[config.mk]
export PLATFORM = sky130hd
export DESIGN_NAME = lcd_frame_driver_flat
export DESIGN_NICKNAME = d
export VERILOG_FILES = /design/src/rtl/lcd_frame_driver_pkg.sv /design/src/rtl/lcd_frame_driver_if.sv /design/src/rtl/lcd_frame_buf.sv /design/src/rtl/lcd_frame_driver.sv /design/src/flat_wrapper.sv
export SDC_FILE = /design/constraint.sdc
export NUM_CORES = 1
export LEC_CHECK = 0
export ABC_CLOCK_PERIOD_IN_PS = 5250
export BUFFER_PORTS_ARGS = -buffer_cell sky130_fd_sc_hd__buf_2
export CAP_MARGIN = 20
export CORE_UTILIZATION = 23
export DETAILED_ROUTE_END_ITERATION = 7
export PLACE_DENSITY = 0.43
export SLEW_MARGIN = 20
export SYNTH_ARGS = -nofsm -noshare
export SYNTH_HDL_FRONTEND = slang
export SYNTH_HIERARCHICAL = 1
export SYNTH_SLANG_ARGS = --single-unit
[constraint.sdc]
create_clock -name CLK -period 5.25 [get_ports CLK]
set_clock_uncertainty 0.1 [all_clocks]
set_input_delay 0.525 -clock CLK [delete_from_list [all_inputs] [get_ports CLK]]
set_output_delay 0.525 -clock CLK [all_outputs]
set_load 0.01 [all_outputs]
[src/rtl/lcd_frame_driver_pkg.sv]
// Shared definitions for the HD44780 frame driver: LCD command bytes,
// blank character, refresh state and strobe phase encodings.
package lcd_defs;

    localparam logic [7:0] CMD_FUNC_SET = 8'h38;
    localparam logic [7:0] CMD_DISP_ON  = 8'h0C;
    localparam logic [7:0] CMD_ENTRY    = 8'h06;
    localparam logic [7:0] CMD_CLEAR    = 8'h01;
    localparam logic [7:0] CMD_LINE0    = 8'h80;
    localparam logic [7:0] CMD_LINE1    = 8'hC0;
    localparam logic [7:0] BLANK_CHAR   = 8'h20;

    typedef enum logic [2:0] {
        ST_POWER_WAIT,
        ST_INIT,
        ST_CLEAR_WAIT,
        ST_LINE_CMD,
        ST_CHARS
    } refresh_state_t;

    typedef enum logic [1:0] {
        PH_A,
        PH_B,
        PH_C
    } phase_t;

    // Power-up command list, sent in index order
    function automatic logic [7:0] init_cmd(input logic [1:0] idx);
        case (idx)
            2'd0:    return CMD_FUNC_SET;
            2'd1:    return CMD_DISP_ON;
            2'd2:    return CMD_ENTRY;
            default: return CMD_CLEAR;
        endcase
    endfunction

endpackage

[src/rtl/lcd_frame_driver_if.sv]
// Upstream byte stream plus the LCD pin bundle of the frame driver.
// master = stream source / panel side, slave = lcd_frame_driver.
interface lcd_frame_driver_if;

    logic [3:0] MODE;
    logic       RW_IN;
    logic       RS_IN;
    logic [7:0] DATA_IN;

    logic       LCD_E;
    logic       LCD_RS;
    logic       LCD_RW;
    logic [7:0] LCD_DATA;
    logic       INIT_DONE;

    modport master (
        output MODE, RW_IN, RS_IN, DATA_IN,
        input  LCD_E, LCD_RS, LCD_RW, LCD_DATA, INIT_DONE
    );

    modport slave (
        input  MODE, RW_IN, RS_IN, DATA_IN,
        output LCD_E, LCD_RS, LCD_RW, LCD_DATA, INIT_DONE
    );

endinterface

[src/rtl/lcd_frame_buf.sv]
// 2x16 character shadow buffer with capture pointer. Characters past
// column 15 are dropped until a new set-address command arrives.
module lcd_frame_buf
    import lcd_defs::*;
(
    input  logic       CLK,
    input  logic       RESET,
    input  logic       clear,
    input  logic       wr_en,
    input  logic       wr_rs,
    input  logic [7:0] wr_data,
    input  logic       rd_line,
    input  logic [3:0] rd_col,
    output logic [7:0] rd_data
);

    logic [7:0] mem [2][16];
    logic       ptr_line;
    logic [3:0] ptr_col;
    logic       ptr_valid;

    // Clear outranks any capture in the same cycle
    always_ff @(posedge CLK or negedge RESET) begin
        if (!RESET) begin
            for (int l = 0; l < 2; l++)
                for (int c = 0; c < 16; c++)
                    mem[l][c] <= BLANK_CHAR;
            ptr_line  <= 1'b0;
            ptr_col   <= 4'd0;
            ptr_valid <= 1'b1;
        end else if (clear) begin
            for (int l = 0; l < 2; l++)
                for (int c = 0; c < 16; c++)
                    mem[l][c] <= BLANK_CHAR;
            ptr_valid <= 1'b0;
        end else if (wr_en) begin
            if (!wr_rs) begin
                if (wr_data[7]) begin
                    ptr_line  <= wr_data[6];
                    ptr_col   <= wr_data[3:0];
                    ptr_valid <= 1'b1;
                end
            end else if (ptr_valid) begin
                mem[ptr_line][ptr_col] <= wr_data;
                if (ptr_col == 4'd15)
                    ptr_valid <= 1'b0;
                else
                    ptr_col <= ptr_col + 4'd1;
            end
        end
    end

    // Pre-edge contents, so a same-cycle write is not visible to the reader
    assign rd_data = mem[rd_line][rd_col];

endmodule

[src/rtl/lcd_frame_driver.sv]
// Captures the mode byte stream into a shadow frame and refreshes a 2x16
// HD44780 panel from it. Define LCD_FRAME_CLEAR_EN to blank the frame on MODE change.
module lcd_frame_driver
    import lcd_defs::*;
#(
    parameter int INIT_WAIT  = 40,
    parameter int CLEAR_WAIT = 2
) (
    input logic               CLK,
    input logic               RESET,
    lcd_frame_driver_if.slave bus
);

    refresh_state_t state, state_nxt;
    phase_t         phase, phase_nxt;
    logic [15:0]    cnt, cnt_nxt;
    logic [1:0]     cmd_idx, cmd_idx_nxt;
    logic [3:0]     col, col_nxt;
    logic           line, line_nxt;

    logic           lcd_e, lcd_rs, init_done;
    logic [7:0]     lcd_data;
    logic           e_nxt, rs_nxt, done_nxt;
    logic [7:0]     data_nxt;

    logic           frame_clear;
    logic [7:0]     rd_data;

`ifdef LCD_FRAME_CLEAR_EN
    logic [3:0] mode_q;
    logic       mode_valid;

    // First cycle after reset only loads the reference copy of MODE
    always_ff @(posedge CLK or negedge RESET) begin
        if (!RESET) begin
            mode_q     <= 4'd0;
            mode_valid <= 1'b0;
        end else begin
            mode_q     <= bus.MODE;
            mode_valid <= 1'b1;
        end
    end

    assign frame_clear = mode_valid && (bus.MODE != mode_q);
`else
    logic unused_mode;
    assign unused_mode = ^bus.MODE;
    assign frame_clear = 1'b0;
`endif

    lcd_frame_buf u_buf (
        .CLK     (CLK),
        .RESET   (RESET),
        .clear   (frame_clear),
        .wr_en   (~bus.RW_IN),
        .wr_rs   (bus.RS_IN),
        .wr_data (bus.DATA_IN),
        .rd_line (line),
        .rd_col  (col),
        .rd_data (rd_data)
    );

    always_ff @(posedge CLK or negedge RESET) begin
        if (!RESET) begin
            state     <= ST_POWER_WAIT;
            phase     <= PH_A;
            cnt       <= 16'd0;
            cmd_idx   <= 2'd0;
            col       <= 4'd0;
            line      <= 1'b0;
            lcd_e     <= 1'b0;
            lcd_rs    <= 1'b0;
            lcd_data  <= 8'h00;
            init_done <= 1'b0;
        end else begin
            state     <= state_nxt;
            phase     <= phase_nxt;
            cnt       <= cnt_nxt;
            cmd_idx   <= cmd_idx_nxt;
            col       <= col_nxt;
            line      <= line_nxt;
            lcd_e     <= e_nxt;
            lcd_rs    <= rs_nxt;
            lcd_data  <= data_nxt;
            init_done <= done_nxt;
        end
    end

    // Wait states count cycles; strobing states advance once per A-B-C triple
    always_comb begin
        state_nxt   = state;
        phase_nxt   = phase;
        cnt_nxt     = cnt;
        cmd_idx_nxt = cmd_idx;
        col_nxt     = col;
        line_nxt    = line;
        case (state)
            ST_POWER_WAIT: begin
                if (cnt == 16'(INIT_WAIT - 1)) begin
                    state_nxt   = ST_INIT;
                    cnt_nxt     = 16'd0;
                    phase_nxt   = PH_A;
                    cmd_idx_nxt = 2'd0;
                end else begin
                    cnt_nxt = cnt + 16'd1;
                end
            end
            ST_CLEAR_WAIT: begin
                if (cnt == 16'(CLEAR_WAIT - 1)) begin
                    state_nxt = ST_LINE_CMD;
                    cnt_nxt   = 16'd0;
                end else begin
                    cnt_nxt = cnt + 16'd1;
                end
            end
            default: begin
                case (phase)
                    PH_A: phase_nxt = PH_B;
                    PH_B: phase_nxt = PH_C;
                    default: begin
                        phase_nxt = PH_A;
                        case (state)
                            ST_INIT: begin
                                if (cmd_idx == 2'd3) begin
                                    state_nxt = (CLEAR_WAIT == 0) ? ST_LINE_CMD : ST_CLEAR_WAIT;
                                    cnt_nxt   = 16'd0;
                                end else begin
                                    cmd_idx_nxt = cmd_idx + 2'd1;
                                end
                            end
                            ST_LINE_CMD: begin
                                state_nxt = ST_CHARS;
                                col_nxt   = 4'd0;
                            end
                            default: begin
                                if (col == 4'd15) begin
                                    state_nxt = ST_LINE_CMD;
                                    line_nxt  = ~line;
                                end else begin
                                    col_nxt = col + 4'd1;
                                end
                            end
                        endcase
                    end
                endcase
            end
        endcase
    end

    // RS/DATA load only in phase A and hold otherwise; E is high only in phase B
    always_comb begin
        e_nxt    = 1'b0;
        rs_nxt   = lcd_rs;
        data_nxt = lcd_data;
        done_nxt = (state == ST_LINE_CMD) || (state == ST_CHARS);
        if (state == ST_INIT || state == ST_LINE_CMD || state == ST_CHARS) begin
            case (phase)
                PH_A: begin
                    rs_nxt = (state == ST_CHARS);
                    case (state)
                        ST_INIT:     data_nxt = init_cmd(cmd_idx);
                        ST_LINE_CMD: data_nxt = line ? CMD_LINE1 : CMD_LINE0;
                        default:     data_nxt = rd_data;
                    endcase
                end
                PH_B:    e_nxt = 1'b1;
                default: ;
            endcase
        end
    end

    assign bus.LCD_E     = lcd_e;
    assign bus.LCD_RS    = lcd_rs;
    assign bus.LCD_RW    = 1'b0;
    assign bus.LCD_DATA  = lcd_data;
    assign bus.INIT_DONE = init_done;

endmodule

[src/flat_wrapper.sv]
// flat-port wrapper written by rule: the top's interface ports become plain ports
module lcd_frame_driver_flat import lcd_defs::*;
#(
    parameter int INIT_WAIT  = 40,
    parameter int CLEAR_WAIT = 2
)
  (CLK, RESET, bus_MODE, bus_RW_IN, bus_RS_IN, bus_DATA_IN, bus_LCD_E, bus_LCD_RS, bus_LCD_RW, bus_LCD_DATA, bus_INIT_DONE);
  lcd_frame_driver_if bus_i ();
  input logic CLK;
  input logic RESET;
  input wire logic [$bits(bus_i.MODE)-1:0] bus_MODE;
  input wire logic [$bits(bus_i.RW_IN)-1:0] bus_RW_IN;
  input wire logic [$bits(bus_i.RS_IN)-1:0] bus_RS_IN;
  input wire logic [$bits(bus_i.DATA_IN)-1:0] bus_DATA_IN;
  output wire logic [$bits(bus_i.LCD_E)-1:0] bus_LCD_E;
  output wire logic [$bits(bus_i.LCD_RS)-1:0] bus_LCD_RS;
  output wire logic [$bits(bus_i.LCD_RW)-1:0] bus_LCD_RW;
  output wire logic [$bits(bus_i.LCD_DATA)-1:0] bus_LCD_DATA;
  output wire logic [$bits(bus_i.INIT_DONE)-1:0] bus_INIT_DONE;
  assign bus_i.MODE = bus_MODE;
  assign bus_i.RW_IN = bus_RW_IN;
  assign bus_i.RS_IN = bus_RS_IN;
  assign bus_i.DATA_IN = bus_DATA_IN;
  assign bus_LCD_E = bus_i.LCD_E;
  assign bus_LCD_RS = bus_i.LCD_RS;
  assign bus_LCD_RW = bus_i.LCD_RW;
  assign bus_LCD_DATA = bus_i.LCD_DATA;
  assign bus_INIT_DONE = bus_i.INIT_DONE;
  lcd_frame_driver #(.INIT_WAIT(INIT_WAIT), .CLEAR_WAIT(CLEAR_WAIT)) u_core (.CLK(CLK), .RESET(RESET), .bus(bus_i));
endmodule
==> qor.txt <==
DIE AREA: 68600 um^2
worst vdd ir: 205 uV
Placed Cells: 2076
Post-Synthesis Cells: 1288
NetSw: 1290 uW
hold buffers post-CTS: 0
FP Rows: 94
Reg clk slew, reported paths: 0.06 ns
gr ovfl total: 0
FF+latch count, synth: 301
Worst setup SP type: flip-flop
routed vias/inst: 4.64
Post-CTS Setup Bufs: 0
setup tns final: 0 ns
layout cells sized above 1: 20.4%
syn_area_per_cell: 12.1 um^2
Net Sw Frac: 24.3%
first-pass GRT wire length: 64900 um
Final Worst Setup Slack: 2.07 ns
Worst-Skew Late Latency: 0.54 ns
Max transition margin: 26.8%
PwrDens: 301 nW/um^2
DIE WIDTH: 262 um
ys async rst share: 100%
synth unique cells: 65
Multi-input gate area: 7440 um^2
Routed WL per cell: 19.3 um
TritonCTS Buffers: 39
Setup violations, final: 0
Non-Filler Instances: 2144
H-tree lvl count: 2
status: finished clean
area delta synth->final: 13.6%
hpwl dp: 24300 um
pre-CTS WS: 1.92 ns
share of power burned in registers: 45.0%
Final Cycle Share: 60.6%
CP cell instances: buf_4 -> mux4_2 -> mux4_2 -> mux2_2 -> a21oi_1 -> o21ai_2
Total Wirelength: 41400 um
Comb power frac: 5.3%
largest net degree at the start of global routing: 262
CP Data Required Time: 5.58 ns
Final Wtd Congestion: 0.711
clock buffer depth: 3
vias: 9942
clk root buf: clkbuf_16
CTS tree: built
Post-synth EDFFs: 0
Antenna Cells: 0
clock power share: 49.7%
unrepaired setup endpoints after global routing: false
Worst-Margin Slew: 1.10 ns
slowest cell on the critical path: dfrtp_4
Fin. Hold Viols: 0
fill count: 6911
vias in the first global route: 10100
initial antenna violation count: 0
Max-Cap Viols: 0
Mapped Area: 15500 um^2
Hold WC Path Type: in2async
CTS Sinks: 301
DRT Pass-1 Iters: 5
Register Area: 7580 um^2
Critical Path End Type: flip-flop
kind of critical path: reg2reg
# IOs: 28
commonest cells after routing, fill and taps aside: dfrtp_1 (265), nor2_1 (243), mux2i_1 (229)
Peak Freq: 0.315 GHz
Nets: 1282
PortBufs: 22
CP dominant cell by count: mux4_2
core area: 66300 um^2
crit path max fanout: 27
Residual DRC: 0
post-synthesis sequential area ratio: 48.8%
worst path arrival time: 3.51 ns
total track usage: 12.4%
Internal Power: 4030 uW
Initial Util: 23.4%
DIE HEIGHT: 262 um
Slew Limit Fails: 0
dominant synthesized flop cell: dfrtp_1
Lkg Pwr: 0.00731 uW
post-route minimum period: 3.18 ns
initial drt markers: 649
max incr delay on CP: 0.80 ns
Post-CTS Resized: 0
commonest non-fill, non-tap cell in the layout: dfrtp_1
YS warnings: 6
antenna-violating nets left: 0
critical path: cells and delay by family (launching register included):
family	cells	cell delay (ns)
muxes	3	1.44
DFF	1	0.80
buffers and inverters	1	0.41
AOI/OAI and AO/OA	2	0.25
flip-flops by register name, summed over array words and instances (netlist names):
signal,count
u_core/bus.LCD_E,1
u_core/state,3
u_core/cnt,16
u_core/u_buf/ptr_valid,1
u_core/u_buf/ptr_col,4
u_core/cmd_idx,2
u_core/bus.INIT_DONE,1
u_core/u_buf/ptr_line,1
u_core/u_buf/mem,256
u_core/line,1
u_core/col,4
u_core/bus.LCD_DATA,8
u_core/phase,2
u_core/bus.LCD_RS,1
kinds of logic after synthesis:
| logic type | after synthesis | synth area share, % |
|---|---|---|
| DFF | 301 | 48.8 |
| muxes | 318 | 27.0 |
| AOI/OAI and AO/OA | 102 | 4.91 |
| buffers and inverters | 123 | 3.42 |
| other | 1 | 0.0241 |
| adders and majority gates | 13 | 1.05 |
| xor gates and xnor gates | 1 | 0.0564 |
| and+or+nand+nor | 429 | 14.8 |
layer usage:
| metal | vias up | share of wire [%] | global-route usage [%] |
|---|---|---|---|
| met4 | 0 | 1.7 | 3.29 |
| met3 | 48 | 3.8 | 2.08 |
| met1 | 5167 | 48 | 17.3 |
| met2 | 172 | 47 | 19.8 |
| met5 | - | 0 | 0 |
| li1 | 4555 | - | - |
area by class of cell:
type | count | area share [%]
Tap cell | 864 | 6.13
Sequential cell | 301 | 43.0
Clock buffer | 62 | 6.66
Timing Repair Buffer | 32 | 1.32
Multi-Input combinational cell | 865 | 42.2
Clock inverter | 6 | 0.475
Inverter | 14 | 0.298
per-stage QoR:
step                util (%)  power, uW  hold slack [ns]  area (um^2)
finish                  26.6       5320           0.0134        17600
global route            26.6       5540           0.0786        17600
CTS                     26.6       5410           0.0296        17600
detailed placement      24.7       2710            0.375        16400
global placement        24.7       2700            0.365        16400
floorplan                  -       2610            0.129        15500
final timing paths:
kind,from,end,slack [ns],depth (start not counted)
max reg2reg,u_core/col[0],u_core/bus.LCD_DATA[6],2.07,6
min,RESET,u_core/u_buf/mem[223],0.01,1
max in group asynchronous,RESET,u_core/u_buf/mem[54],3.94,2
max,u_core/col[0],u_core/bus.LCD_DATA[6],2.07,6
min reg2reg,u_core/bus.LCD_DATA[7],u_core/bus.LCD_DATA[7],0.38,2
min in group CLK,u_core/bus.LCD_DATA[7],u_core/bus.LCD_DATA[7],0.38,2
power by group through the flow:
stage | clock [uW] | combinational (uW) | sequential [uW]
3_5_place_dp | 0 | 274 | 2430
5_1_grt | 2830 | 311 | 2400
4_1_cts | 2740 | 275 | 2390
2_1_floorplan | 0 | 215 | 2390
3_3_place_gp | 0 | 271 | 2430
6_report | 2640 | 283 | 2390
Yosys cell counts, types with 4 or more instances:
library cell  number  share of area, %
nand4_2            4              0.32
inv_1             14              0.34
o21ai_0           13              0.42
buf_4              8              0.39
buf_2             13              0.42
ha_1              13               1.0
nor3b_1            5              0.24
and3_1             8              0.32
dfstp_2           33               5.6
a31oi_1            6              0.24
mux4_2            80                12
mux2_2             9              0.65
clkbuf_1          59               1.4
nand3_2            7              0.45
nor3_2             5              0.32
o311ai_1           5              0.28
nor2b_1           27               1.1
o21ai_1            7              0.23
a211o_1           35               2.0
a21oi_1           14              0.45
buf_1             25              0.60
and4_1             6              0.34
nand2_1           41              0.99
nor4_4             6              0.82
dfrtp_1          268                43
nor3_4            13               1.4
nand2b_1           7              0.28
nand3_1           22              0.71
nor2_1           243               5.9
mux2i_1          229                15
nand4_1            8              0.32
Power figures use the tool's default switching activity.
